<file path="src/rtl/multicycle_controller_if.sv">
// Control/status bundle between the multicycle controller and its datapath.
// master is the controller side; slave is the datapath side.
interface multicycle_controller_if;
  logic [3:0] Cond;
  logic [1:0] Op;
  logic [5:0] Funct;
  logic [3:0] Rd;
  logic [3:0] ALUFlags;
  logic       PCWrite;
  logic       MemWrite;
  logic       RegWrite;
  logic       IRWrite;
  logic       AdrSrc;
  logic [1:0] ResultSrc;
  logic       ALUSrcA;
  logic [1:0] ALUSrcB;
  logic [1:0] ALUControl;
  logic [1:0] ImmSrc;
  logic [1:0] RegSrc;
  logic [3:0] Flags;

  modport master (
    input  Cond, Op, Funct, Rd, ALUFlags,
    output PCWrite, MemWrite, RegWrite, IRWrite, AdrSrc, ResultSrc,
           ALUSrcA, ALUSrcB, ALUControl, ImmSrc, RegSrc, Flags
  );

  modport slave (
    output Cond, Op, Funct, Rd, ALUFlags,
    input  PCWrite, MemWrite, RegWrite, IRWrite, AdrSrc, ResultSrc,
           ALUSrcA, ALUSrcB, ALUControl, ImmSrc, RegSrc, Flags
  );
endinterface

</file>
<file path="src/rtl/multicycle_controller.sv">
// Multicycle ARM-subset control FSM: sequences fetch/decode/execute/memory/writeback
// and owns the NZCV flag register with condition-code evaluation.
module multicycle_controller #(
  parameter logic [3:0] FLAGS_INIT = 4'b0000
) (
  input logic               CLK,
  input logic               RST,
  multicycle_controller_if.master bus
);

  typedef enum logic [3:0] {
    StFetch, StDecode, StMemAdr, StMemRead, StMemWb,
    StMemWrite, StExecuteR, StExecuteI, StAluWb, StBranch
  } state_e;

  state_e     state_q, state_d;
  logic [3:0] flags_q;
  logic       cond_ex_q;

  logic [3:0] cmd;
  logic [1:0] alu_dec;
  logic       no_write, cmd_valid, arith, set_flags;
  logic       cond_pass;
  logic       rd_pc;
  logic       pc_write, mem_write, reg_write, ir_write;

  assign cmd   = bus.Funct[4:1];
  assign rd_pc = (bus.Rd == 4'd15);

  always_comb begin
    alu_dec   = 2'b00;
    no_write  = 1'b0;
    cmd_valid = 1'b1;
    arith     = 1'b0;
    case (cmd)
      4'b0100: begin alu_dec = 2'b00; arith = 1'b1; end
      4'b0010: begin alu_dec = 2'b01; arith = 1'b1; end
      4'b0000: alu_dec = 2'b10;
      4'b1100: alu_dec = 2'b11;
      4'b1010: begin alu_dec = 2'b01; arith = 1'b1; no_write = 1'b1; end
      default: begin no_write = 1'b1; cmd_valid = 1'b0; end
    endcase
  end

  // CMP always updates flags; unsupported commands never do.
  assign set_flags = cmd_valid & (bus.Funct[0] | (cmd == 4'b1010));

  always_comb begin
    logic n, z, c, v;
    {n, z, c, v} = flags_q;
    cond_pass = 1'b0;
    case (bus.Cond)
      4'b0000: cond_pass = z;
      4'b0001: cond_pass = ~z;
      4'b0010: cond_pass = c;
      4'b0011: cond_pass = ~c;
      4'b0100: cond_pass = n;
      4'b0101: cond_pass = ~n;
      4'b0110: cond_pass = v;
      4'b0111: cond_pass = ~v;
      4'b1000: cond_pass = c & ~z;
      4'b1001: cond_pass = ~c | z;
      4'b1010: cond_pass = (n == v);
      4'b1011: cond_pass = (n != v);
      4'b1100: cond_pass = ~z & (n == v);
      4'b1101: cond_pass = z | (n != v);
      4'b1110: cond_pass = 1'b1;
      default: cond_pass = 1'b0;
    endcase
  end

  always_ff @(posedge CLK or negedge RST) begin
    if (!RST) begin
      state_q   <= StFetch;
      flags_q   <= FLAGS_INIT;
      cond_ex_q <= 1'b0;
    end else begin
      state_q <= state_d;
      if (state_q == StDecode) cond_ex_q <= cond_pass;
      if ((state_q == StExecuteR || state_q == StExecuteI) && cond_ex_q && set_flags) begin
        flags_q[3:2] <= bus.ALUFlags[3:2];
        if (arith) flags_q[1:0] <= bus.ALUFlags[1:0];
      end
    end
  end

  always_comb begin
    state_d        = StFetch;
    pc_write       = 1'b0;
    mem_write      = 1'b0;
    reg_write      = 1'b0;
    ir_write       = 1'b0;
    bus.AdrSrc     = 1'b0;
    bus.ResultSrc  = 2'b00;
    bus.ALUSrcA    = 1'b0;
    bus.ALUSrcB    = 2'b00;
    bus.ALUControl = 2'b00;
    unique case (state_q)
      StFetch: begin
        state_d       = StDecode;
        ir_write      = 1'b1;
        pc_write      = 1'b1;
        bus.ALUSrcA   = 1'b1;
        bus.ALUSrcB   = 2'b10;
        bus.ResultSrc = 2'b10;
      end
      StDecode: begin
        bus.ALUSrcA   = 1'b1;
        bus.ALUSrcB   = 2'b10;
        bus.ResultSrc = 2'b10;
        case (bus.Op)
          2'b01:   state_d = StMemAdr;
          2'b00:   state_d = bus.Funct[5] ? StExecuteI : StExecuteR;
          2'b10:   state_d = StBranch;
          default: state_d = StFetch;
        endcase
      end
      StMemAdr: begin
        state_d     = bus.Funct[0] ? StMemRead : StMemWrite;
        bus.ALUSrcB = 2'b01;
      end
      StMemRead: begin
        state_d    = StMemWb;
        bus.AdrSrc = 1'b1;
      end
      StMemWb: begin
        bus.ResultSrc = 2'b01;
        reg_write     = cond_ex_q;
        pc_write      = cond_ex_q & rd_pc;
      end
      StMemWrite: begin
        bus.AdrSrc = 1'b1;
        mem_write  = cond_ex_q;
      end
      StExecuteR: begin
        state_d        = StAluWb;
        bus.ALUControl = alu_dec;
      end
      StExecuteI: begin
        state_d        = StAluWb;
        bus.ALUSrcB    = 2'b01;
        bus.ALUControl = alu_dec;
      end
      StAluWb: begin
        reg_write = cond_ex_q & ~no_write;
        pc_write  = cond_ex_q & rd_pc & ~no_write;
      end
      StBranch: begin
        bus.ALUSrcB   = 2'b01;
        bus.ResultSrc = 2'b10;
        pc_write      = cond_ex_q;
      end
      default: state_d = StFetch;
    endcase
  end

  // Strobes are gated by reset so nothing writes while the async reset is held.
  assign bus.PCWrite  = pc_write & RST;
  assign bus.MemWrite = mem_write & RST;
  assign bus.RegWrite = reg_write & RST;
  assign bus.IRWrite  = ir_write & RST;
  assign bus.ImmSrc   = bus.Op;
  assign bus.RegSrc   = {bus.Op == 2'b01, bus.Op == 2'b10};
  assign bus.Flags    = flags_q;

endmodule

</file>
<file path="src/flat_wrapper.sv">
// flat-port wrapper written by rule: the top's interface ports become plain ports
module multicycle_controller_flat 
#(
  parameter logic [3:0] FLAGS_INIT = 4'b0000
)
  (CLK, RST, bus_Cond, bus_Op, bus_Funct, bus_Rd, bus_ALUFlags, bus_PCWrite, bus_MemWrite, bus_RegWrite, bus_IRWrite, bus_AdrSrc, bus_ResultSrc, bus_ALUSrcA, bus_ALUSrcB, bus_ALUControl, bus_ImmSrc, bus_RegSrc, bus_Flags);
  multicycle_controller_if bus_i ();
  input logic CLK;
  input logic RST;
  input wire logic [$bits(bus_i.Cond)-1:0] bus_Cond;
  input wire logic [$bits(bus_i.Op)-1:0] bus_Op;
  input wire logic [$bits(bus_i.Funct)-1:0] bus_Funct;
  input wire logic [$bits(bus_i.Rd)-1:0] bus_Rd;
  input wire logic [$bits(bus_i.ALUFlags)-1:0] bus_ALUFlags;
  output wire logic [$bits(bus_i.PCWrite)-1:0] bus_PCWrite;
  output wire logic [$bits(bus_i.MemWrite)-1:0] bus_MemWrite;
  output wire logic [$bits(bus_i.RegWrite)-1:0] bus_RegWrite;
  output wire logic [$bits(bus_i.IRWrite)-1:0] bus_IRWrite;
  output wire logic [$bits(bus_i.AdrSrc)-1:0] bus_AdrSrc;
  output wire logic [$bits(bus_i.ResultSrc)-1:0] bus_ResultSrc;
  output wire logic [$bits(bus_i.ALUSrcA)-1:0] bus_ALUSrcA;
  output wire logic [$bits(bus_i.ALUSrcB)-1:0] bus_ALUSrcB;
  output wire logic [$bits(bus_i.ALUControl)-1:0] bus_ALUControl;
  output wire logic [$bits(bus_i.ImmSrc)-1:0] bus_ImmSrc;
  output wire logic [$bits(bus_i.RegSrc)-1:0] bus_RegSrc;
  output wire logic [$bits(bus_i.Flags)-1:0] bus_Flags;
  assign bus_i.Cond = bus_Cond;
  assign bus_i.Op = bus_Op;
  assign bus_i.Funct = bus_Funct;
  assign bus_i.Rd = bus_Rd;
  assign bus_i.ALUFlags = bus_ALUFlags;
  assign bus_PCWrite = bus_i.PCWrite;
  assign bus_MemWrite = bus_i.MemWrite;
  assign bus_RegWrite = bus_i.RegWrite;
  assign bus_IRWrite = bus_i.IRWrite;
  assign bus_AdrSrc = bus_i.AdrSrc;
  assign bus_ResultSrc = bus_i.ResultSrc;
  assign bus_ALUSrcA = bus_i.ALUSrcA;
  assign bus_ALUSrcB = bus_i.ALUSrcB;
  assign bus_ALUControl = bus_i.ALUControl;
  assign bus_ImmSrc = bus_i.ImmSrc;
  assign bus_RegSrc = bus_i.RegSrc;
  assign bus_Flags = bus_i.Flags;
  multicycle_controller #(.FLAGS_INIT(FLAGS_INIT)) u_core (.CLK(CLK), .RST(RST), .bus(bus_i));
endmodule
</file>
<file path="config.mk">
export PLATFORM = sky130hd
export DESIGN_NAME = multicycle_controller_flat
export DESIGN_NICKNAME = d
export VERILOG_FILES = /design/src/rtl/multicycle_controller_if.sv /design/src/rtl/multicycle_controller.sv /design/src/flat_wrapper.sv
export SDC_FILE = /design/constraint.sdc
export NUM_CORES = 1
export LEC_CHECK = 0
export ABC_CLOCK_PERIOD_IN_PS = 1490
export CAP_MARGIN = 20
export CORE_MARGIN = 4
export CORE_UTILIZATION = 37
export DETAILED_ROUTE_END_ITERATION = 10
export GPL_ROUTABILITY_DRIVEN = 1
export PLACE_DENSITY_LB_ADDON = 0.25
export SLEW_MARGIN = 0
export SYNTH_ARGS = -nofsm -noshare
export SYNTH_HDL_FRONTEND = slang
export SYNTH_SLANG_ARGS = --single-unit
</file>
<file path="constraint.sdc">
create_clock -name CLK -period 1.49 [get_ports CLK]
set_input_delay 0.298 -clock CLK [delete_from_list [all_inputs] [get_ports CLK]]
set_output_delay 0.298 -clock CLK [all_outputs]
set_load 0.03 [all_outputs]
</file>
==> flow_summary.toml, run 1 <==
[grt]
overflow = 0
grt_pass1_vias = 1239
grt_pass1_wl_mm = 5.49
grt_max_degree = 16
grt_util_all_layers_pct = 20.8
antenna_found_initial = 0

[floorplan]
start_util_pct = 40.0
rows = 17
num_io_pins = 42
die_h_um = 57.9
dieWidth_um = 57.9
core-area_um2 = 2300
dieArea_um2 = 3350

[logic_synthesis]
ys_seq_area_share_pct = 24.5
synth-seq-cells = 9
syn_nets = 139
synth-warning-count = 0
ys_types = 41
synthCells = 117
syn_area_per_cell_um2 = 7.86
synthesis.area_um2 = 920

[power_and_ir_drop]
leakagePower_nw = 0.846
cellPowerDensity_nw_per_um2 = 1570
ir_drop_mv = 1.37

[sta]
setup_viol = 16
worstMarginPinSlew_ps = 396
layout_min_cycle_time_ps = 2070
fin_ws_ps = -582
rsz0062_at_grt = "true"
fin_hold_ws_ps = 75.4
fin_setup_tns_ps = -3960
final_hold_viol_count = 0
slew_viol_final = 0
slew_headroom_pct = 73.6
fin_crit_sh_pct = 139
max_freq_ghz = 0.483
finalClockSkew_ps = 7.98

[setup_path]
critPathRequiredTime_ps = 1190
setup.worst_path.end_class = "output pin"
worstPathMaxFanout = 5
worstSetupPathType = "flip-flop to output pin"
cp-start-kind = "flip-flop"
critPathArrivalTime_ps = 1770

[finish]
finalInstanceArea_um2 = 1860
fillCellCount = 161
drive_gt1_share_pct = 51.1
stdcell_count = 218
multi_input_area_um2 = 840
antenna_cells = 0
seqCellArea_um2 = 228
area_growth_pct = 102
nets = 213

[clock_network]
cts-buffers-inserted = 3
cts_root_buf = "clkbuf_4"
clock-sinks = 9
cts_tree = "yes"
cts_max_level = 1
cts.clk_slew.worst_paths_ps = 70
clock_latency_ps = 280
clk_path_buf_depth = 2

[drt]
wl_per_cell_um = 17.3
vias_per_cell = 5.65
drtPass1Iterations = 5
wl_mm = 3.78
drt_iter0_markers = 34
ant_nets = 0
drc = 0
dr_total_vias = 1231

[status]
failed_checks = "negative setup slack"
status = "finished with violations"

[placed_design]
gp_congestion = 0.800
dpl.hpwl_mm = 2.58
place_ws_ps = -760
portBuffers = 41
dpl.cell_count = 207
dpl_cell_area_um2 = 1570

[min_path]
hp-class = "input port to async pin"

[flow_run]
maxCapViolCount = 0
synth_stat cells (all sizes together):
cell type / instances / share of area, %
a31oi: 1 / 0.68
a21o: 1 / 0.82
mux2: 4 / 5.7
clkbuf: 3 / 1.2
inv: 3 / 1.2
o2111ai: 1 / 0.95
and2: 2 / 1.6
o32a: 2 / 2.2
dfrtp: 9 / 24
nand2: 7 / 2.9
buf: 8 / 4.9
nand2b: 7 / 4.8
xnor2: 2 / 1.9
a21boi: 3 / 2.4
or3b: 1 / 0.95
nor4: 1 / 0.68
nand3: 3 / 1.6
o22ai: 2 / 1.4
o31ai: 1 / 0.82
mux2i: 3 / 3.3
nor2b: 6 / 4.1
o311a: 1 / 1.1
o311ai: 2 / 1.9
nand4: 2 / 1.4
nor3: 10 / 5.4
nand3b: 3 / 2.4
nor2: 6 / 2.4
o21a: 1 / 0.82
nor4b: 1 / 1.6
a21oi: 6 / 3.3
xor2: 1 / 0.95
and3: 2 / 1.4
nor4bb: 2 / 2.2
o21ai: 6 / 3.3
and2b: 1 / 0.82
nor3b: 3 / 2.4
cell usage in the layout, fill, tap and decap left out, types with 3 or more instances in the layout:
cell type         n
nor2_4            3
o21ai_0           4
nand2b_4          3
clkbuf_4          3
nor2b_1           3
nand2_1           7
inv_1             3
nor2_1            3
dlygate4sd2_1    11
nand3_1           3
a21oi_1           3
dfrtp_1           7
dlymetal6s2s_1    3
mux2i_1           3
clkdlybuf4s50_1  11
buf_4            41
nor3_2            4
mux2_4            4
nand3b_1          3
a21oi_2           3
buf_6            13
nand2b_1          4
nor3_4            4
power by group:
part	switching (mW)	internal, mW	total (mW)	leakage [nW]
logic	1.18	1.10	2.29	0.713
registers	0.105	0.334	0.439	0.115
clock network	0.0978	0.0995	0.197	0.0177
total	1.39	1.54	2.92	0.846
sequential cells by signal (all words and copies together) (netlist names):
signal and flops:
u_core.state_q 4, u_core.bus.Flags 4, u_core.cond_ex_q 1
per-layer routing:
layer / up-vias / routed length [µm] / share of wire [%] / track usage [%]
li1: 574 / - / - / -
met1: 602 / 1400 / 37 / 22.7
met2: 41 / 2110 / 56 / 39.5
met3: 14 / 154 / 4.1 / 0.445
met4: 0 / 110 / 2.9 / 12.3
met5: - / 0 / 0 / 0
cell families (layout without fill, tap and decap cells):
group,count (synthesis),in the layout,share of synthesized area [%]
mux,7,7,8.98
buf+inv,14,87,7.35
compound gates,27,27,19.6
simple gates,57,57,36.7
xor+xnor,3,3,2.86
flops,9,9,24.5
per-stage QoR:
| step | power [mW] | utilization [%] |
|---|---|---|
| floorplan | 1.50 | - |
| global placement | 2.20 | 68.5 |
| detailed placement | 2.25 | 68.5 |
| CTS | 2.69 | 76.5 |
| global route | 3.09 | 80.9 |
| finish | 2.92 | 80.9 |
final timing paths:
path,start,to,slack (ps),cells after the start
max,u_core.state_q[3],bus_PCWrite,-580,5
min,RST,u_core.bus.Flags[0],80,2
max reg2reg,u_core.state_q[3],u_core.bus.Flags[1],-330,8
min reg2reg,u_core.bus.Flags[1],u_core.bus.Flags[1],670,2
max in group asynchronous,RST,u_core.state_q[3],1240,2
min in group CLK,bus_Op[0],u_core.state_q[0],460,4
what timing repair did:
item	CTS	global route
gates resized for setup	43	23
setup endpoints to repair	21	19
pin swaps	12	6
hold buffers	0	0
setup buffers	6	3
hold endpoints to repair	0	0
critical path: stages (launching register included):
cell     delay, ps
dfrtp_2        460
nor3b_2        190
a21oi_1         70
o32a_1         320
nor4b_4        270
buf_4          200
layout make-up:
type | count | share of cell area, %
multi-input combinational | 94 | 45.2
timing repair buffer | 80 | 38.6
clock buffer | 3 | 1.21
inverter | 3 | 0.606
tap | 28 | 1.88
sequential | 9 | 12.2
clock inverter | 1 | 0.269
Note: power is estimated with default switching activity, not from simulation.
==> inputs of run 2 (changes only) <==
--- a/config.mk
+++ b/config.mk
@@ -9,9 +9,10 @@
 export CAP_MARGIN = 20
 export CORE_MARGIN = 4
 export CORE_UTILIZATION = 37
+export CTS_BUF_LIST = sky130_fd_sc_hd__clkbuf_16
 export DETAILED_ROUTE_END_ITERATION = 10
 export GPL_ROUTABILITY_DRIVEN = 1
-export PLACE_DENSITY_LB_ADDON = 0.25
+export PLACE_DENSITY = 0.76
 export SLEW_MARGIN = 0
 export SYNTH_ARGS = -nofsm -noshare
 export SYNTH_HDL_FRONTEND = slang
==> flow_summary.toml, run 2 (synthesis gave the netlist of run 1 again) <==
[power_and_ir_drop]
total_power_mw = 3.26
p_seq_share_pct = 13.2
switching_share_pct = 43.6
cellPowerDensity_nw_per_um2 = 1730
clkPwrFrac_pct = 14.5
switching_power_mw = 1.42
ir_drop_mv = 1.44
pwr-share-comb_pct = 72.3
leakagePower_nw = 0.851
p_int_mw = 1.84

[sta]
max_freq_ghz = 0.487
slew_headroom_pct = 77.9
fin_setup_tns_ps = -4330
final_hold_viol_count = 0
slew_viol_final = 0
fin_crit_sh_pct = 138
finalClockSkew_ps = 1.99
setup_viol = 17
rsz0062_at_grt = "true"
layout_min_cycle_time_ps = 2050
fin_hold_ws_ps = 155
fin_ws_ps = -562
worstMarginPinSlew_ps = 332

[finish]
layout_common_cells = "buf_4 (41), dlygate4sd2_1 (12), clkdlybuf4s50_1 (12)"
stdcell_count = 218
postLayoutCoreUtil_pct = 81.9
final_common_cell = "buf_4"
finalInstanceArea_um2 = 1880
nets = 213
drive_gt1_share_pct = 46.8
area_growth_pct = 104
antenna_cells = 0

[floorplan]
dieArea_um2 = 3350
rows = 17
die_h_um = 57.9
dieWidth_um = 57.9
num_io_pins = 42
core-area_um2 = 2300
start_util_pct = 40.0

[setup_path]
critical-path-slowest-cell = "dfrtp_1"
critPathRequiredTime_ps = 1190
crit_end = "bus_PCWrite"
worstPathMaxFanout = 3
worstSetupPathType = "flip-flop to output pin"
r2r-start = "u_core.state_q[3]"
crit_family = "simple AND/OR/NAND/NOR gates"
critPathArrivalTime_ps = 1750
setup.worst_path.end_class = "output pin"
cp-start-kind = "flip-flop"
crit_top_cell = "buf_6"
crit_path_max_incr_delay_ps = 400
path_depth = 5
r2r_setup_slack_ps = -150
path_cells = "buf_6 > nor2b_4 > o32a_1 > nor4b_4 > buf_6"
rr_worst_depth = 6
crit_path_start = "u_core.state_q[2]"
critPathBufInv = 2
worstReg2RegEnd = "u_core.bus.Flags[0]"

[drt]
drc = 0
drtPass1Iterations = 4
wl_per_cell_um = 17.3
vias_per_cell = 5.66
drt_iter0_markers = 32
ant_nets = 0
dr_total_vias = 1234
wl_mm = 3.76

[placed_design]
gp_congestion = 0.834
portBuffers = 41
dpl.hpwl_mm = 2.42
dpl_cell_area_um2 = 1560
place_ws_ps = -776
dpl.cell_count = 205

[grt]
grt_pass1_vias = 1298
overflow = 0
grt_use_met1_pct = 23.0
met3_usage_pct = 4.01
grt_pass1_wl_mm = 5.80
antenna_found_initial = 0
grt_util_all_layers_pct = 22.0
grt_max_degree = 15
grt_util_met2_pct = 43.9
busiest_layer = "met2"

[min_path]
hp-class = "input port to async pin"

[status]
failed_checks = "negative setup slack"
status = "finished with violations"

[clock_network]
clock_latency_ps = 230
clock-sinks = 9
cts.clk_slew.worst_paths_ps = 40
cts_max_level = 1
cts-buffers-inserted = 3
cts_hold_buf = 0
cts_root_buf = "clkbuf_16"
clk_path_buf_depth = 2
cts_tree = "yes"

[flow_run]
maxCapViolCount = 0
## run 2: metal layers
metal / up-vias / wire length (µm)
met1: 585 / 1360
met2: 59 / 2050
met4: 0 / 99
li1: 576 / -
met3: 14 / 254
met5: - / 0
## run 2: how the worst min path moves through the flow
| stage | endpoint | cells after the start | slack, ps |
|---|---|---|---|
| floorplan | u_core.bus.Flags[0] | 0 | 2 |
| global placement | u_core.bus.Flags[2] | 2 | 610 |
| detailed placement | u_core.bus.Flags[1] | 2 | 620 |
| CTS | u_core.state_q[0] | 2 | 150 |
| global route | u_core.cond_ex_q | 2 | 190 |
| finish | u_core.state_q[0] | 2 | 150 |
## run 2: repair_timing
action / 4_1_cts / 5_1_grt
pin swaps: 11 / 8
gates cloned: 0 / 0
resized for setup: 41 / 16
endpoints found under the setup margin: 21 / 20
buffers inserted: 5 / 7
## run 2: area by class of cell
cell class,instances,area [µm²]
Sequential cell,9,226
Clock buffer,3,75.1
Multi-Input combinational cell,94,800
Timing Repair Buffer,80,729
Fill cell,132,417
Clock inverter,1,3.75
Inverter,3,11.3
Tap cell,28,35.0
## run 2: power by group through the flow
stage	Combinational (mW)	Sequential [mW]	Clock [mW]
floorplan	1.04	0.455	0
global placement	1.77	0.415	0
detailed placement	1.81	0.420	0
CTS	2.06	0.427	0.478
global route	2.49	0.441	0.499
finish	2.36	0.430	0.473
